## src/rtl/issue_dispatch_queue_if.sv

```systemverilog
// Control-word type shared by the issue stage and the handshake bundle between the
// instruction register, the issue/dispatch queue and the ROB/reservation stations.
package tomasula_types;
  typedef enum logic [3:0] {
    ADD    = 4'd0,
    SUB    = 4'd1,
    MUL    = 4'd2,
    SHL    = 4'd3,
    SHR    = 4'd4,
    CMP    = 4'd5,
    BRANCH = 4'd6,
    LD     = 4'd7,
    ST     = 4'd8
  } op_t;

  typedef struct packed {
    op_t         op;
    logic [4:0]  rd;
    logic [4:0]  rs1;
    logic [4:0]  rs2;
    logic [15:0] imm;
  } ctl_word;
endpackage

interface issue_dispatch_queue_if #(
  parameter int DEPTH = 8,
  parameter int N_RS  = 4
);
  localparam int CW = $clog2(DEPTH) + 1;

  logic                    flush;
  logic                    ld_iq;
  tomasula_types::ctl_word control_word_i;
  logic                    ack_o;
  logic                    issue_q_full_n;
  logic [N_RS-1:0]         rs_empty;
  logic                    resbr_empty;
  logic                    rob_full;
  logic                    ldst_q_full;
  logic                    rob_load;
  logic [N_RS-1:0]         rs_load;
  logic                    resbr_load;
  logic                    ldst_load;
  tomasula_types::ctl_word control_o;
  logic [CW-1:0]           count_o;

  modport master (
    output flush, ld_iq, control_word_i, rs_empty, resbr_empty, rob_full, ldst_q_full,
    input  ack_o, issue_q_full_n, rob_load, rs_load, resbr_load, ldst_load, control_o, count_o
  );

  modport slave (
    input  flush, ld_iq, control_word_i, rs_empty, resbr_empty, rob_full, ldst_q_full,
    output ack_o, issue_q_full_n, rob_load, rs_load, resbr_load, ldst_load, control_o, count_o
  );
endinterface

```

## src/rtl/issue_dispatch_queue.sv

```systemverilog
// Issue/dispatch queue: circular buffer of control words routed to ALU, branch or load/store
// stations. Define IQ_RR_ARB_EN for round-robin ALU station arbitration (default: lowest index).
module issue_dispatch_queue
  import tomasula_types::*;
#(
  parameter int DEPTH = 8,
  parameter int N_RS  = 4
) (
  input  logic                 clk,
  input  logic                 rst_n,
  issue_dispatch_queue_if.slave iq
);
  localparam int PW = $clog2(DEPTH);
  localparam int CW = PW + 1;
  localparam int RW = (N_RS > 1) ? $clog2(N_RS) : 1;

  typedef enum logic [1:0] {TGT_ALU, TGT_BR, TGT_LDST} target_e;

  ctl_word         mem_q [DEPTH];
  logic [PW-1:0]   head_q, head_d;
  logic [PW-1:0]   tail_q, tail_d;
  logic [CW-1:0]   count_q, count_d;
  logic            full_n;
  logic            has_entry;
  logic            enq;
  logic            dispatch;
  logic            tgt_avail;
  target_e         tgt;
  ctl_word         head_word;
  logic [RW-1:0]   grant_idx;
  logic [RW-1:0]   cand;
  logic [N_RS-1:0] grant_oh;

  assign full_n    = (count_q != CW'(DEPTH));
  assign has_entry = (count_q != '0);
  assign head_word = mem_q[head_q];
  assign enq       = iq.ld_iq & full_n & ~iq.flush;

  // NOTE: every variable gets a default before the case so no path leaves it unassigned (no latch).
  always_comb begin
    tgt       = TGT_ALU;
    tgt_avail = |iq.rs_empty;
    case (head_word.op)
      BRANCH: begin
        tgt       = TGT_BR;
        tgt_avail = iq.resbr_empty;
      end
      LD, ST: begin
        tgt       = TGT_LDST;
        tgt_avail = ~iq.ldst_q_full;
      end
      default: ;
    endcase
  end

  assign dispatch = has_entry & ~iq.rob_full & ~iq.flush & tgt_avail;

`ifdef IQ_RR_ARB_EN
  logic [RW-1:0] rr_q, rr_d;
  logic          found;

  // First free station at or after rr_q, searching cyclically.
  always_comb begin
    grant_idx = '0;
    cand      = '0;
    found     = 1'b0;
    for (int k = 0; k < N_RS; k++) begin
      cand = RW'((int'(rr_q) + k) % N_RS);
      if (!found && iq.rs_empty[cand]) begin
        grant_idx = cand;
        found     = 1'b1;
      end
    end
    rr_d = (grant_idx == RW'(N_RS - 1)) ? '0 : grant_idx + RW'(1);
  end

  always_ff @(posedge clk or negedge rst_n) begin
    if (!rst_n) begin
      rr_q <= '0;
    end else if (dispatch && tgt == TGT_ALU) begin
      rr_q <= rr_d;
    end
  end
`else
  // Descending scan so the lowest set bit is the last (winning) assignment.
  always_comb begin
    grant_idx = '0;
    cand      = '0;
    for (int k = N_RS - 1; k >= 0; k--) begin
      cand = RW'(k);
      if (iq.rs_empty[cand]) grant_idx = cand;
    end
  end
`endif

  always_comb begin
    grant_oh            = '0;
    grant_oh[grant_idx] = 1'b1;
  end

  assign iq.rob_load       = dispatch;
  assign iq.rs_load        = (dispatch && tgt == TGT_ALU) ? grant_oh : '0;
  assign iq.resbr_load     = dispatch & (tgt == TGT_BR);
  assign iq.ldst_load      = dispatch & (tgt == TGT_LDST);
  assign iq.control_o      = has_entry ? head_word : '0;
  assign iq.count_o        = count_q;
  assign iq.issue_q_full_n = full_n;
  // Registered state already reads as empty in reset; only the combinational ack needs gating.
  assign iq.ack_o          = enq & rst_n;

  always_comb begin
    head_d  = head_q;
    tail_d  = tail_q;
    count_d = count_q;
    if (iq.flush) begin
      head_d  = '0;
      tail_d  = '0;
      count_d = '0;
    end else begin
      if (dispatch) head_d = head_q + PW'(1);
      if (enq)      tail_d = tail_q + PW'(1);
      case ({enq, dispatch})
        2'b10:   count_d = count_q + CW'(1);
        2'b01:   count_d = count_q - CW'(1);
        default: ;
      endcase
    end
  end

  // NOTE: state registers use non-blocking assignments so every flop samples pre-edge values.
  always_ff @(posedge clk or negedge rst_n) begin
    if (!rst_n) begin
      head_q  <= '0;
      tail_q  <= '0;
      count_q <= '0;
    end else begin
      head_q  <= head_d;
      tail_q  <= tail_d;
      count_q <= count_d;
    end
  end

  // NOTE: entry storage is deliberately not reset; count_q alone decides which entries are valid.
  always_ff @(posedge clk) begin
    if (enq) mem_q[tail_q] <= iq.control_word_i;
  end
endmodule

```

## src/flat_wrapper.sv

```systemverilog
// flat-port wrapper written by rule: the top's interface ports become plain ports
module issue_dispatch_queue_flat import tomasula_types::*;
#(
  parameter int DEPTH = 8,
  parameter int N_RS  = 4
)
  (clk, rst_n, iq_flush, iq_ld_iq, iq_control_word_i, iq_rs_empty, iq_resbr_empty, iq_rob_full, iq_ldst_q_full, iq_ack_o, iq_issue_q_full_n, iq_rob_load, iq_rs_load, iq_resbr_load, iq_ldst_load, iq_control_o, iq_count_o);
  issue_dispatch_queue_if #(.DEPTH(DEPTH), .N_RS(N_RS)) iq_i ();
  input  logic clk;
  input  logic rst_n;
  input wire logic [$bits(iq_i.flush)-1:0] iq_flush;
  input wire logic [$bits(iq_i.ld_iq)-1:0] iq_ld_iq;
  input wire logic [$bits(iq_i.control_word_i)-1:0] iq_control_word_i;
  input wire logic [$bits(iq_i.rs_empty)-1:0] iq_rs_empty;
  input wire logic [$bits(iq_i.resbr_empty)-1:0] iq_resbr_empty;
  input wire logic [$bits(iq_i.rob_full)-1:0] iq_rob_full;
  input wire logic [$bits(iq_i.ldst_q_full)-1:0] iq_ldst_q_full;
  output wire logic [$bits(iq_i.ack_o)-1:0] iq_ack_o;
  output wire logic [$bits(iq_i.issue_q_full_n)-1:0] iq_issue_q_full_n;
  output wire logic [$bits(iq_i.rob_load)-1:0] iq_rob_load;
  output wire logic [$bits(iq_i.rs_load)-1:0] iq_rs_load;
  output wire logic [$bits(iq_i.resbr_load)-1:0] iq_resbr_load;
  output wire logic [$bits(iq_i.ldst_load)-1:0] iq_ldst_load;
  output wire logic [$bits(iq_i.control_o)-1:0] iq_control_o;
  output wire logic [$bits(iq_i.count_o)-1:0] iq_count_o;
  assign iq_i.flush = iq_flush;
  assign iq_i.ld_iq = iq_ld_iq;
  assign iq_i.control_word_i = iq_control_word_i;
  assign iq_i.rs_empty = iq_rs_empty;
  assign iq_i.resbr_empty = iq_resbr_empty;
  assign iq_i.rob_full = iq_rob_full;
  assign iq_i.ldst_q_full = iq_ldst_q_full;
  assign iq_ack_o = iq_i.ack_o;
  assign iq_issue_q_full_n = iq_i.issue_q_full_n;
  assign iq_rob_load = iq_i.rob_load;
  assign iq_rs_load = iq_i.rs_load;
  assign iq_resbr_load = iq_i.resbr_load;
  assign iq_ldst_load = iq_i.ldst_load;
  assign iq_control_o = iq_i.control_o;
  assign iq_count_o = iq_i.count_o;
  issue_dispatch_queue #(.DEPTH(DEPTH), .N_RS(N_RS)) u_core (.clk(clk), .rst_n(rst_n), .iq(iq_i));
endmodule
```

## config.mk

```make
export PLATFORM = sky130hd
export DESIGN_NAME = issue_dispatch_queue_flat
export DESIGN_NICKNAME = d
export VERILOG_FILES = /design/src/rtl/issue_dispatch_queue_if.sv /design/src/rtl/issue_dispatch_queue.sv /design/src/flat_wrapper.sv
export SDC_FILE = /design/constraint.sdc
export NUM_CORES = 1
export LEC_CHECK = 0
export ABC_AREA = 1
export BUFFER_PORTS_ARGS = -buffer_cell sky130_fd_sc_hd__clkbuf_2
export CAP_MARGIN = 25
export CORE_MARGIN = 1
export CORE_UTILIZATION = 45
export DETAILED_ROUTE_END_ITERATION = 8
export HOLD_SLACK_MARGIN = 0.05
export PLACE_DENSITY = 0.65
export SETUP_SLACK_MARGIN = 0.1
export SYNTH_ARGS = -nofsm -noshare
export SYNTH_HDL_FRONTEND = slang
export SYNTH_SLANG_ARGS = --single-unit
```

## constraint.sdc

```tcl
create_clock -name clk -period 2.9 [get_ports clk]
set_input_delay 0.58 -clock clk [delete_from_list [all_inputs] [get_ports clk]]
set_output_delay 0.58 -clock clk [all_outputs]
set_load 0.02 [all_outputs]
```

; ---- Yosys cells after proc, flatten, opt, wreduce, memory -nomap -nowiden
; Memories as Yosys holds them, arrays and structs flattened.
; Index checks and enable logic that the tools add are counted.
[word_totals]
register_bits = 10
mem_bits_rw = 280
in_bits = 46
out_inout_bits = 48
word_cells = 56
mem_count = 1
[mem_list]
columns = name, depth, width, read_ports, rd_clocked_by_memory_dff, wr, line
row1 = u_core.mem_q, 8, 35, 1, 0, 1, issue_dispatch_queue.sv:19  ; ctl_word mem_q [DEPTH];
[op_classes]
n_addsub = 4
magnitude_cmp = 2
n_eq_ne = 8
n_mux = 18
bitwise = 11
reduce_logical = 9
[op_table]
columns = op, count
row1 = $mux 35, 1
row2 = $mux 3, 4
row3 = $and 1x1->1, 8
row4 = $eq 4x3->1 const B, 2
row5 = $mux 2, 4
row6 = $mux 4, 2
row7 = $pmux 4 s2, 1
row8 = $add 3x1->3 const B, 2
row9 = $add 4x1->4 const B, 1
row10 = $eq 2x1->1 const B, 2
row11 = $eq 2x2->1 const B, 2
row12 = $eq 4x4->1 const B, 1
row13 = $ne 4x4->1 const B, 1
row14 = $pmux 2 s2, 1
row15 = $reduce_bool 2->1, 2
row16 = $reduce_bool 4->1, 1
row17 = $reduce_or 4->1, 1
row18 = $sub 4x1->4 const B, 1
row19 = $lt 2x3->1 const B, 1
row20 = $mux 1, 3
row21 = $not 1->1, 3
row22 = $reduce_bool 3->1, 1
row23 = $demux 1 s2, 1
row24 = $ge 2x1->1 const B, 1
row25 = 4 further kinds, 5

; ---- Longest topological paths before layout
; Gate-level depths: netlist (run 1).
[depth]
ltp_word = 9
depth_mapped = 23
mapped_depth_nobuf = 22

; ---- Worst setup path after synthesis (run 1)
; Ideal clock, no wire load.
[synth_path]
path_type = register to register
start = register u_core.count_q[0] (netlist: u_core.iq.count_o[0])
end = memory u_core.mem_q[0][0] in the netlist's numbering (enable)
arrival_ns = 2.731
t_required_ns = 2.473
slack_ns = -0.258
stages_incl_launch_ff = 7
n_path_buf = 0
path_cell_list = dfrtp_1 nor3_1 nand2_1 nand2_1 nor2_1 nand2_1 nor2_1
[synth_between]
elab_chain_cells = 5
[synth_lines]
columns = item, line
row1 = from (decl), issue_dispatch_queue.sv:22  ; logic [CW-1:0] count_q, count_d;
row2 = from (signal assigned), issue_dispatch_queue.sv:139  ; count_q <= count_d;
row3 = $ne 4x4->1, issue_dispatch_queue.sv:34  ; assign full_n = (count_q != CW'(DEPTH));
row4 = net iq_issue_q_full_n, flat_wrapper.sv:19  ; output wire logic [$bits(iq_i.issue_q_full_n)-1:0] iq_issue_q_full_n;
row5 = $and 1x1->1 (2 in series), issue_dispatch_queue.sv:37  ; assign enq = iq.ld_iq & full_n & ~iq.flush;
row6 = $mux 1, issue_dispatch_queue.sv:145  ; if (enq) mem_q[tail_q] <= iq.control_word_i;
row7 = $mux 1 (implied by the code), issue_dispatch_queue.sv:145
row8 = to (decl), issue_dispatch_queue.sv:19
; The timed path passes the listed nets, and every way through them passes these cells.

; ---- Worst setup path in the final report (run 1)
[layout_path]
start = register u_core.head_q[0]
end = output port iq_rob_load
[layout_between]
elab_chain_cells = 5
elab_cells_between_ends = 7
cone_classes = eq/ne: 3 / mux: 1 / bitwise: 1 / reduce/logical: 1 / memory: 1
[layout_lines]
columns = item, line
row1 = from (decl), issue_dispatch_queue.sv:20  ; logic [PW-1:0] head_q, head_d;
row2 = from (signal assigned), issue_dispatch_queue.sv:133  ; head_q <= '0;
row3 = from (signal assigned), issue_dispatch_queue.sv:137  ; head_q <= head_d;
row4 = $mem_v2 8x35 (*), --
row5 = $eq 4x3->1 / $eq 4x4->1 (equally long branches), issue_dispatch_queue.sv:43  ; case (head_word.op)
row6 = $reduce_or 2->1, issue_dispatch_queue.sv:43
row7 = $pmux 1 s2 (*), issue_dispatch_queue.sv:43
row8 = $and 1x1->1 (*), issue_dispatch_queue.sv:56  ; assign dispatch = has_entry & ~iq.rob_full & ~iq.flush & tgt_avail;
row9 = to (decl), flat_wrapper.sv:20  ; output wire logic [$bits(iq_i.rob_load)-1:0] iq_rob_load;
; Every way passes the cells marked *; elsewhere a longest branch is shown, timed or not.

==> out/metrics.csv, run 1 <==
metric,value,unit
status,"finished, violations left",
failing checks,negative setup slack,
Diodes inserted,0,
library cells used by synthesis,30,
Critical Path AT,2560,ps
post-synth net total,1032,
Max Slew Vio Count,0,
final setup vio count,38,
Remaining DRCs,0,
Synth Instances,981,
# IOs,94,
hpwl dp,13500,um
clock-pin slew on the worst setup and hold paths,60,ps
Post-DP Area,12800,um^2
CTS root buf,clkbuf_16,
vias per cell,5.49,
Port Buffer Count,93,
fillers,1984,
WS Path Type,reg2out,
final WL,27700,um
vias in the first global route,7533,
Leakage,5.37,nW
CTS tree,done,
Num CTS Buffers,29,
die height,164,um
post-route insts no fill,1455,
Core ar.,25500,um^2
Layout area overhead,25.6,%
critical path cell sequence,"buf_12, buf_6, nand2_1, nand3_2, nand2_1, nand2_1, nand2_2, nand3_2, nand2_2, nand3_4, nand2_4, inv_4, buf_4, buf_4, clkbuf_8",
Worst setup SP type,flop,
"most common cell after layout, fill and taps aside",edfxtp_1,
initial antenna violation count,0,
H-tree depth,1,
Final min period,3140,ps
die area,26900,um^2
first-pass iteration count of the detailed router,5,
CTS sink count,290,
Iter 0 DRT Violations,600,
"EDFF count, synth",280,
num rows,58,
Rel. slew slack,66.7,%
final period utilization,108,%
register area,8660,um^2
WL/cell,19.0,um
nets,1153,
CP required,2320,ps
Worst path max stage delay,500,ps
mean area per synthesized cell,12.0,um^2
Syn Std Cell Area,11800,um^2
Synth Register Bits,290,
setup repair after global routing missed its margin,yes,
final hold vios,0,
largest net degree at the start of global routing,79,
GRT Resource Usage Total,20.3,%
placed cells,1373,
grt total ovfl,0,
Worst Max-Slew Pin Slew,500,ps
most frequent cells in the layout,"edfxtp_1, nor2_1, o21ai_0",
final instance area,14800,um^2
crit end category,output pin,
layout cells sized above 1,26.1,%
antenna-violating nets left,0,
Hold WC Path Type,in2reg,
initial core utilization,46.3,%
multi-input logic area,3170,um^2
Max Clock Freq,0.318,GHz
"Seq/Total Area, Yosys",73.4,%
gpl congestion,0.803,
PnR worst setup slack,-240,ps
first-pass GRT wire length,41400,um
Power Dens Cells,901,nW/um^2
worst vdd ir,0.590,mV
worst-path fanout max,5,
CP most frequent cell,nand2_1,
max-cap violations,0,
Synth warnings,0,
main flop type after synthesis,edfxtp_1,
via count,7995,
Bufs on Longest Clock Path,3,
worst clock skew,14.5,ps
slowest CP cell,dfrtp_4,
Die W,164,um
Async SR Flop Fraction,3.45,%
Clock Latency Late Sink,550,ps
worst paths after layout:
check	depth (start not counted)	startpoint	to	slack (ps)
worst min register to register	2	u_core.tail_q[0]$_DFFE_PN0P_	u_core.tail_q[0]$_DFFE_PN0P_	590
worst min-delay path	1	iq_control_word_i[21]	u_core.mem_q[5][21]$_DFFE_PP_	300
worst max-delay path	15	u_core.head_q[0]$_DFFE_PN0P_	iq_rob_load	-240
max in group asynchronous	2	rst_n	u_core.head_q[0]$_DFFE_PN0P_	2200
worst max register to register	23	u_core.head_q[0]$_DFFE_PN0P_	u_core.iq.count_o[3]$_DFFE_PN0P_	30
min in group asynchronous	2	rst_n	u_core.iq.count_o[3]$_DFFE_PN0P_	450
cells in the mapped netlist, types with 4 or more instances:
master / n / share of area (%)
o22ai_1: 31 / 1.6
o21ai_0: 160 / 6.8
nand2_1: 95 / 3.0
dfrtp_1: 10 / 2.1
a21oi_1: 4 / 0.17
a31oi_1: 31 / 1.6
nand3_1: 31 / 1.3
buf_2: 6 / 0.25
edfxtp_1: 280 / 71
clkbuf_1: 47 / 1.5
ha_1: 4 / 0.42
inv_2: 5 / 0.16
inv_1: 45 / 1.4
nor2_1: 207 / 6.6
critical path, delay by kind of cell (launching register included):
family | cells | cell delay (ps)
flops | 1 | 500
buf+inv | 6 | 730
simple gates | 9 | 780
registers in the layout, indices dropped and copies added, names as in the netlist:
name,flops
u_core.head_q,3
u_core.iq.count_o,4
u_core.mem_q,280
u_core.tail_q,3
metrics by stage:
step                      setup TNS (ps)  hold slack [ps]  worst slack (ps)  util (%)  total power [mW]
after floorplan                   -70480              284              -258         -              7.26
after global placement                 0              470               145      50.3              8.51
after detailed placement               0              473              61.0      50.3              8.54
after CTS                          -4310              279              -187      56.0              12.8
after global routing               -8370              297              -402      58.1              14.0
final                              -3810              297              -240      58.1              13.3
power by group:
part / leakage [nW] / switching (mW) / internal (mW) / total, mW
combinational: 2.24 / 2.91 / 1.87 / 4.78
sequential: 2.66 / 0.0859 / 4.75 / 4.84
clock: 0.476 / 1.52 / 2.20 / 3.72
cell families after synthesis:
| kind of cell | count (synthesis) | synth area share (%) |
|---|---|---|
| compound gates | 229 | 10.4 |
| flops | 290 | 73.4 |
| fa+ha+maj | 5 | 0.594 |
| simple gates | 348 | 11.9 |
| xor+xnor | 2 | 0.149 |
| buf+inv | 107 | 3.56 |
routing by layer:
| metal | GRT usage, % | wire length (um) | vias to the layer above |
|---|---|---|---|
| li1 | - | - | 3750 |
| met1 | 28.7 | 12200 | 3912 |
| met2 | 32.9 | 13100 | 288 |
| met3 | 3.13 | 1890 | 45 |
| met4 | 5.22 | 537 | 0 |
| met5 | 0 | 0 | - |
cell type report:
class	count	share of cell area (%)
multi-input combinational	584	21.4
clock buffer	35	5.05
inverter	51	1.39
timing repair buffer	145	9.39
timing repair inverter	1	0.0760
clock inverter	19	1.41
tap	330	2.79
sequential	290	58.5
repair_timing:
item | 4_1_cts | 5_1_grt
hold buffers | 1 | 0
buffers inserted | 9 | 8
endpoints found under the hold margin | 10 | 0
endpoints found under the setup margin | 39 | 39
gates cloned | 6 | 5
pin swaps | 5 | 41
resized for setup | 72 | 163
(Power assumes the default switching activity.)
==> run 2: changes to the inputs <==
--- a/config.mk
+++ b/config.mk
@@ -9,10 +9,10 @@
 export BUFFER_PORTS_ARGS = -buffer_cell sky130_fd_sc_hd__clkbuf_2
 export CAP_MARGIN = 25
 export CORE_MARGIN = 1
-export CORE_UTILIZATION = 45
+export CORE_UTILIZATION = 30
 export DETAILED_ROUTE_END_ITERATION = 8
 export HOLD_SLACK_MARGIN = 0.05
-export PLACE_DENSITY = 0.65
+export PLACE_DENSITY_LB_ADDON = 0.3
 export SETUP_SLACK_MARGIN = 0.1
 export SYNTH_ARGS = -nofsm -noshare
 export SYNTH_HDL_FRONTEND = slang
==> out/metrics.csv, run 2 (synthesized netlist as in run 1, its figures left out) <==
metric,value,unit,change
final period utilization,110,%,+1.3 points
Die W,200,um,+22%
first-pass GRT wire length,45300,um,+9.4%
failing checks,negative setup slack,,
Bufs on Longest Clock Path,3,,unchanged
via count,7785,,-2.6%
CTS root buf,clkbuf_16,,
register area,8670,um^2,about the same
final instance area,14500,um^2,-2.1%
PnR worst setup slack,-278,ps,-38.1 ps
final setup vio count,37,,-2.6%
max-cap violations,0,,unchanged
grt total ovfl,0,,unchanged
Hold WC Path Type,in2reg,,
worst clock skew,12.3,ps,-2.27 ps
crit end category,output pin,,
vias per cell,4.75,,-14%
Min Hold Slack,287,ps,-10.2 ps
Clock Latency Late Sink,570,ps,+20 ps
CTS tree,done,,
Leakage,5.20,nW,-3.2%
CTS sink count,290,,unchanged
worst-path fanout max,5,,unchanged
Setup TNS,-4530,ps,-719 ps
final WL,29400,um,+6.1%
H-tree depth,1,,unchanged
antenna-violating nets left,0,,unchanged
# IOs,94,,unchanged
Final min period,3180,ps,+38.1 ps
Post-DP Area,13100,um^2,+1.8%
multi-input logic area,3040,um^2,-4.1%
Remaining DRCs,0,,unchanged
WS Path Type,reg2out,,
WL/cell,17.9,um,-5.8%
Critical Path AT,2600,ps,+40 ps
Worst Max-Slew Pin Slew,472,ps,-27.5 ps
clock-pin slew on the worst setup and hold paths,60,ps,about the same
Power Dens Cells,869,nW/um^2,-3.5%
worst hold stages,1,,unchanged
Rel. slew slack,68.5,%,+1.8 points
worst reg2reg path startpoint,u_core.head_q[0]$_DFFE_PN0P_,,
setup repair after global routing missed its margin,yes,,
Worst Setup SP,u_core.head_q[0]$_DFFE_PN0P_,,
Reg with most FFs,u_core.mem_q,,
final hold vios,0,,unchanged
most frequent cells in the layout,"edfxtp_1, nor2_1, o21ai_0",,
fillers,3796,,+91%
max reg flops,280,,unchanged
Core ar.,38700,um^2,+52%
critical hold path startpoint,iq_control_word_i[0],,
worst vdd ir,0.541,mV,-8.3%
Max Slew Vio Count,0,,unchanged
fin util,37.4,%,-21 points
status,"finished, violations left",,
Iter 0 DRT Violations,529,,-12%
gpl congestion,0.754,,-6.0%
first-pass iteration count of the detailed router,4,,-1
die area,40100,um^2,+49%
Diodes inserted,0,,unchanged
largest net degree at the start of global routing,73,,-7.6%
num rows,72,,+24%
"most common cell after layout, fill and taps aside",edfxtp_1,,
Port Buffer Count,93,,unchanged
Max Clock Freq,0.315,GHz,-1.2%
Num CTS Buffers,31,,+6.9%
Layout area overhead,23.0,%,
layout cells sized above 1,23.7,%,-2.4 points
nets,1149,,-0.35%
CP required,2320,ps,about the same
vias in the first global route,7584,,+0.68%
hpwl dp,16400,um,+21%
Worst setup SP type,flop,,
initial core utilization,30.4,%,-16 points
Reg2Reg Depth,23,,unchanged
die height,200,um,+22%
GRT Resource Usage Total,14.4,%,-5.9 points
initial antenna violation count,2,,+2
run 2: cell count changes in the layout (fill, tap and decap cells not counted), sizes merged:
cell      delta
clkbuf       +9
clkinv       +1
clkinvlp     +2
buf          -9
bufinv       -4
bufbuf       -3
run 2: metrics by stage:
stage | setup WS (ps) | cells | total power [mW]
3_3_place_gp | 122 | 1567 | 8.64
4_1_cts | -256 | 1629 | 12.3
2_1_floorplan | -258 | 981 | 7.26
6_report | -278 | 1639 | 12.6
3_5_place_dp | 91.2 | 1567 | 8.66
5_1_grt | -458 | 1639 | 13.3
run 2: layout make-up:
type,count,area share (%)
tap,518,4.47
multi-input combinational,584,20.9
clock buffer,38,5.53
clock inverter,18,0.656
inverter,51,1.44
sequential,290,59.7
timing repair inverter,1,0.0776
timing repair buffer,139,7.15
run 2: power breakdown:
group,internal (mW),switching (mW)
Clock,1.95,1.60
Sequential,4.75,0.102
Combinational,1.43,2.77
Total,8.14,4.47
run 2: timing repair:
item / 4_1_cts / 5_1_grt
hold buffers: 1 / 0
gates cloned: 0 / 4
pin swaps: 1 / 10
buffers inserted: 5 / 6
hold endpoints to repair: 10 / 0
gates resized for setup: 22 / 104
endpoints found under the setup margin: 38 / 40
run 2: worst paths after layout:
path	to	slack [ps]
max in group asynchronous	u_core.head_q[0]$_DFFE_PN0P_	2220
max reg2reg	u_core.iq.count_o[3]$_DFFE_PN0P_	-90
min reg2reg	u_core.tail_q[0]$_DFFE_PN0P_	600
min	u_core.mem_q[6][0]$_DFFE_PP_	290
min in group asynchronous	u_core.iq.count_o[3]$_DFFE_PN0P_	430
max	iq_rs_load[3]	-280
run 2: worst max-delay path, cell delays in order (launching register included):
cell and delay (ps):
dfrtp_4 520, buf_12 150, buf_12 130, nand2_1 80, nand3_2 90, nand2_1 80, nand2_1 60, nand2_2 130
nand2_2 60, nand2_2 70, nand3_2 70, nand3_2 110, nand2_4 80, inv_4 70, nand3_4 90, nor3_2 120
buf_4 160
run 2: metal layers:
metal | routed length (um) | GRT usage (%)
met5 | 31 | 0
met4 | 495 | 2.89
met3 | 1220 | 2.59
met2 | 13800 | 23.4
met1 | 13800 | 20.1
==> run 3: changes to the inputs <==
--- a/config.mk
+++ b/config.mk
@@ -12,6 +12,7 @@
 export CORE_UTILIZATION = 30
 export DETAILED_ROUTE_END_ITERATION = 8
 export HOLD_SLACK_MARGIN = 0.05
+export MAX_ROUTING_LAYER = met4
 export PLACE_DENSITY_LB_ADDON = 0.3
 export SETUP_SLACK_MARGIN = 0.1
 export SYNTH_ARGS = -nofsm -noshare
==> constraint.sdc (replaced) <==
create_clock -name clk -period 3.4 [get_ports clk]
set_input_delay 0.68 -clock clk [delete_from_list [all_inputs] [get_ports clk]]
set_output_delay 0.68 -clock clk [all_outputs]
set_load 0.1 [all_outputs]
==> out/metrics.csv, run 3 <==
metric,value,unit,change
post-synth top area share,71.3,%,unchanged
post-synth net total,1032,,unchanged
largest cells by area after synthesis,"edfxtp_1, o21ai_0, nor2_1, nand2_1, dfrtp_1",,
"Seq/Total Area, Yosys",73.4,%,unchanged
CTS sink count,290,,unchanged
Post-DP Area,13900,um^2,+6.5%
Bufs on Longest Clock Path,3,,unchanged
Fail Step,detailed routing (5_2_route),,
"EDFF count, synth",280,,unchanged
num rows,72,,unchanged
Synth Register Bits,290,,unchanged
Synth Instances,981,,unchanged
most common cell in the synthesized netlist,edfxtp_1,,
# IOs,94,,unchanged
initial core utilization,30.4,%,unchanged
Worst EP kind,primary output,,
mean area per synthesized cell,12.0,um^2,unchanged
hpwl dp,15000,um,-8.1%
gpl congestion,0.804,,+6.5%
GRT Resource Usage Total,15.2,%,+0.82 points
Syn Std Cell Area,11800,um^2,unchanged
H-tree depth,1,,unchanged
Synth warnings,0,,unchanged
stop err,[ERROR DRT-0255] Maze Route cannot find path of net clk in worker of routeBox ( 193200 0 ) ( 200285 48300 ).,,
grt total ovfl,0,,unchanged
Num CTS Buffers,30,,-3.2%
first-pass GRT wire length,46400,um,+2.5%
Async SR Flop Fraction,3.45,%,unchanged
"area leader, netlist",edfxtp_1,,
pre-CTS setup slack,291,ps,+200 ps
Port Buffer Count,93,,unchanged
placed cells,1555,,-0.77%
initial antenna violation count,1,,-1
"top cells by count, synth","edfxtp_1, nor2_1, o21ai_0",,
vias in the first global route,7933,,+4.6%
main flop type after synthesis,edfxtp_1,,
Die W,200,um,unchanged
status,stopped before the end,,
CTS root buf,clkbuf_16,,
Crit. endpoint post-GRT repair,iq_rs_load[3],,
die height,200,um,unchanged
largest net degree at the start of global routing,111,,+52%
library cells used by synthesis,30,,unchanged
## run 3: cell counts after synthesis
No cell type changed its count.
## run 3: repair_timing
| action | in CTS | in global routing |
|---|---|---|
| endpoints found under the hold margin | 10 | 0 |
| hold buffers | 1 | 0 |
| pin swaps | 15 | 25 |
| cloned | 5 | 2 |
| buffers inserted | 13 | 5 |
| endpoints found under the setup margin | 37 | 39 |
| resized for setup | 32 | 55 |
## run 3: routing by layer
metal	track usage [%]
met5	-
met4	4.01
met3	2.67
met2	24.3
met1	20.0
## run 3: logic make-up after synthesis
group | share of synthesized area (%)
XOR/XNOR | 0.149
AND/OR/NAND/NOR | 11.9
buffers and inverters | 3.56
flip-flops | 73.4
adder cells (fa/ha/maj) | 0.594
AO/OA/AOI/OAI | 10.4
## run 3: through the flow
stage          hold WS (ps)  util, %
5_1_grt                 374     39.6
4_1_cts                 358     39.1
3_5_place_dp            552     35.9
3_3_place_gp            548     35.9
2_1_floorplan           384        -
==> run 4: changes to the inputs <==
--- a/config.mk
+++ b/config.mk
@@ -9,12 +9,9 @@
 export BUFFER_PORTS_ARGS = -buffer_cell sky130_fd_sc_hd__clkbuf_2
 export CAP_MARGIN = 25
 export CORE_MARGIN = 1
-export CORE_UTILIZATION = 30
+export CORE_UTILIZATION = 20
 export DETAILED_ROUTE_END_ITERATION = 8
-export HOLD_SLACK_MARGIN = 0.05
-export MAX_ROUTING_LAYER = met4
-export PLACE_DENSITY_LB_ADDON = 0.3
-export SETUP_SLACK_MARGIN = 0.1
+export PLACE_DENSITY_LB_ADDON = 0.15
 export SYNTH_ARGS = -nofsm -noshare
 export SYNTH_HDL_FRONTEND = slang
 export SYNTH_SLANG_ARGS = --single-unit
==> out/metrics.csv, run 4 (synthesized netlist as in run 1, its figures left out) <==
metric,value,unit,change
status,"finished, final reports clean",,
Diodes inserted,0,,
critical hold path startpoint,iq_control_word_i[34],,
Final min period,3370,ps,
Clock Latency Late Sink,540,ps,
setup repair after global routing missed its margin,yes,,
crit end category,output pin,,
GRT Resource Usage Total,11.9,%,-3.3 points
# IOs,94,,unchanged
CTS sink count,290,,unchanged
most frequent cells in the layout,"edfxtp_1, nor2_1, o21ai_0",,
Power Dens Cells,938,nW/um^2,
die height,245,um,+22%
Bufs on Longest Clock Path,3,,unchanged
slowest CP cell,dfrtp_4,,
via count,7860,,
cell family with most CP delay,simple AND/OR/NAND/NOR gates,,
clock-pin slew on the worst setup and hold paths,50,ps,
critical path cell sequence,"buf_6, buf_12, nand2_1, nand3_2, nand2_1, nand2_1, nand2_4, nand2_4, nand2_4, nand3_2, nand3_4, nand2_4, clkinv_4, nand3_4, nor3_4, buf_12",,
Core ar.,58000,um^2,
worst reg2reg path startpoint,u_core.head_q[0]$_DFFE_PN0P_,,
worst hold stages,1,,
die area,60000,um^2,
first-pass GRT wire length,52900,um,+14%
largest net degree at the start of global routing,91,,-18%
layout cells sized above 1,26.3,%,
vias per cell,4.16,,
num rows,88,,+22%
grt total ovfl,0,,unchanged
initial core utilization,20.3,%,-10 points
hpwl dp,17300,um,+15%
max reg flops,280,,
Layout area overhead,35.1,%,
Reg2Reg Depth,24,,
Hold Path End,u_core.mem_q[7][34]$_DFFE_PP_,,
R2R setup slack,250,ps,
initial antenna violation count,1,,unchanged
Worst setup SP type,flop,,
fin util,27.5,%,
"most common cell after layout, fill and taps aside",edfxtp_1,,
Reg with most FFs,u_core.mem_q,,
first-pass iteration count of the detailed router,4,,
worst-path fanout max,6,,
final period utilization,99.1,%,
Max Slew Vio Count,0,,
Critical Path AT,2690,ps,
worst clock skew,9.51,ps,
placed cells,1803,,+16%
WS Path Type,reg2out,,
Iter 0 DRT Violations,524,,
vias in the first global route,7950,,+0.21%
Num CTS Buffers,36,,+20%
Rel. slew slack,50.2,%,
Port Buffer Count,93,,unchanged
antenna-violating nets left,0,,
CP most frequent cell,nand2_4,,
worst vdd ir,0.644,mV,
CTS tree,done,,
Leakage,5.49,nW,
Die W,245,um,+22%
CP required,2720,ps,
Max Clock Freq,0.297,GHz,
final hold vios,0,,
final setup vio count,0,,
Hold WC Path Type,in2reg,,
Remaining DRCs,0,,
post-route insts no fill,1890,,
WL/cell,18.6,um,
H-tree depth,2,,+1
CTS root buf,clkbuf_16,,
gpl congestion,0.719,,-11%
Buf/Inv on CP,4,,
Worst path max stage delay,520,ps,
Reg2Reg Capture Point,u_core.iq.count_o[3]$_DFFE_PN0P_,,
final WL,35100,um,
nets,1155,,
max-cap violations,0,,
Worst Max-Slew Pin Slew,748,ps,
run 4: repair_timing:
item,CTS,global route
resized for setup,63,35
setup buffers,20,3
hold endpoints to repair,10,0
hold buffers,1,0
endpoints found under the setup margin,28,34
pin swaps,30,21
gates cloned,5,0
run 4: worst max-delay path by stage:
stage | from | endpoint | slack [ps] | cells after the start
CTS | u_core.head_q[0]$_DFFE_PN0P_ | iq_rs_load[3] | -40 | 17
global placement | iq_rs_empty[0] | u_core.iq.count_o[3]$_DFFE_PN0P_ | 340 | 17
floorplan | u_core.head_q[1]$_DFFE_PN0P_ | iq_ldst_load | -40 | 13
global route | u_core.head_q[0]$_DFFE_PN0P_ | iq_rs_load[3] | -130 | 17
finish | u_core.head_q[0]$_DFFE_PN0P_ | iq_rs_load[3] | 30 | 16
detailed placement | iq_rs_empty[0] | u_core.iq.count_o[3]$_DFFE_PN0P_ | 290 | 17
run 4: metal layers:
metal	wire length, um	GRT usage [%]	vias up
li1	-	-	3745
met1	16400	15.8	3954
met2	16800	19.6	120
met3	1280	2.49	39
met4	617	3.05	2
met5	9	0	-
run 4: worst reg2reg max path, stage by stage, from the launching register on:
cell,delay (ps)
dfrtp_4,460
buf_8,160
clkinv_8,80
buf_8,140
nand2_4,60
nand3_4,70
nand3_4,110
nand2_8,80
nor2_4,110
nand2_2,70
nand2_2,80
nand3_4,80
buf_4,130
buf_4,130
nand3_2,110
inv_1,100
ha_1,330
a21oi_1,150
nand2_1,80
xor2_1,180
inv_1,70
nand4_1,90
nand2_1,60
nand2_1,60
nand2_1,50
run 4: area by class of cell:
cell class	count	area, um^2
multi-input cells	584	3290
clock inverters	14	98.8
flip-flops and latches	290	8670
inverters	51	208
clock buffers	45	956
fillers	5929	42100
well taps	765	957
repair inverters	2	25.0
repair buffers	139	1730
run 4: through the flow:
stage	TNS (ps)	cell area [um^2]	total power [mW]	worst slack, ps	hold slack (ps)
6_report	0	15900	15.0	29.7	429
4_1_cts	-52.3	15800	15.1	-35.7	393
3_3_place_gp	0	14200	11.1	336	542
5_1_grt	-1060	15900	15.7	-128	418
3_5_place_dp	0	14200	11.0	286	553
2_1_floorplan	-71.5	12100	8.54	-35.7	384
run 4: power by group:
group	internal [mW]	leakage [nW]	switching (mW)	total, mW
clock	2.05	0.508	1.43	3.49
sequential	4.06	2.65	0.0843	4.15
combinational	2.36	2.33	4.96	7.32
total	8.47	5.49	6.48	15.0
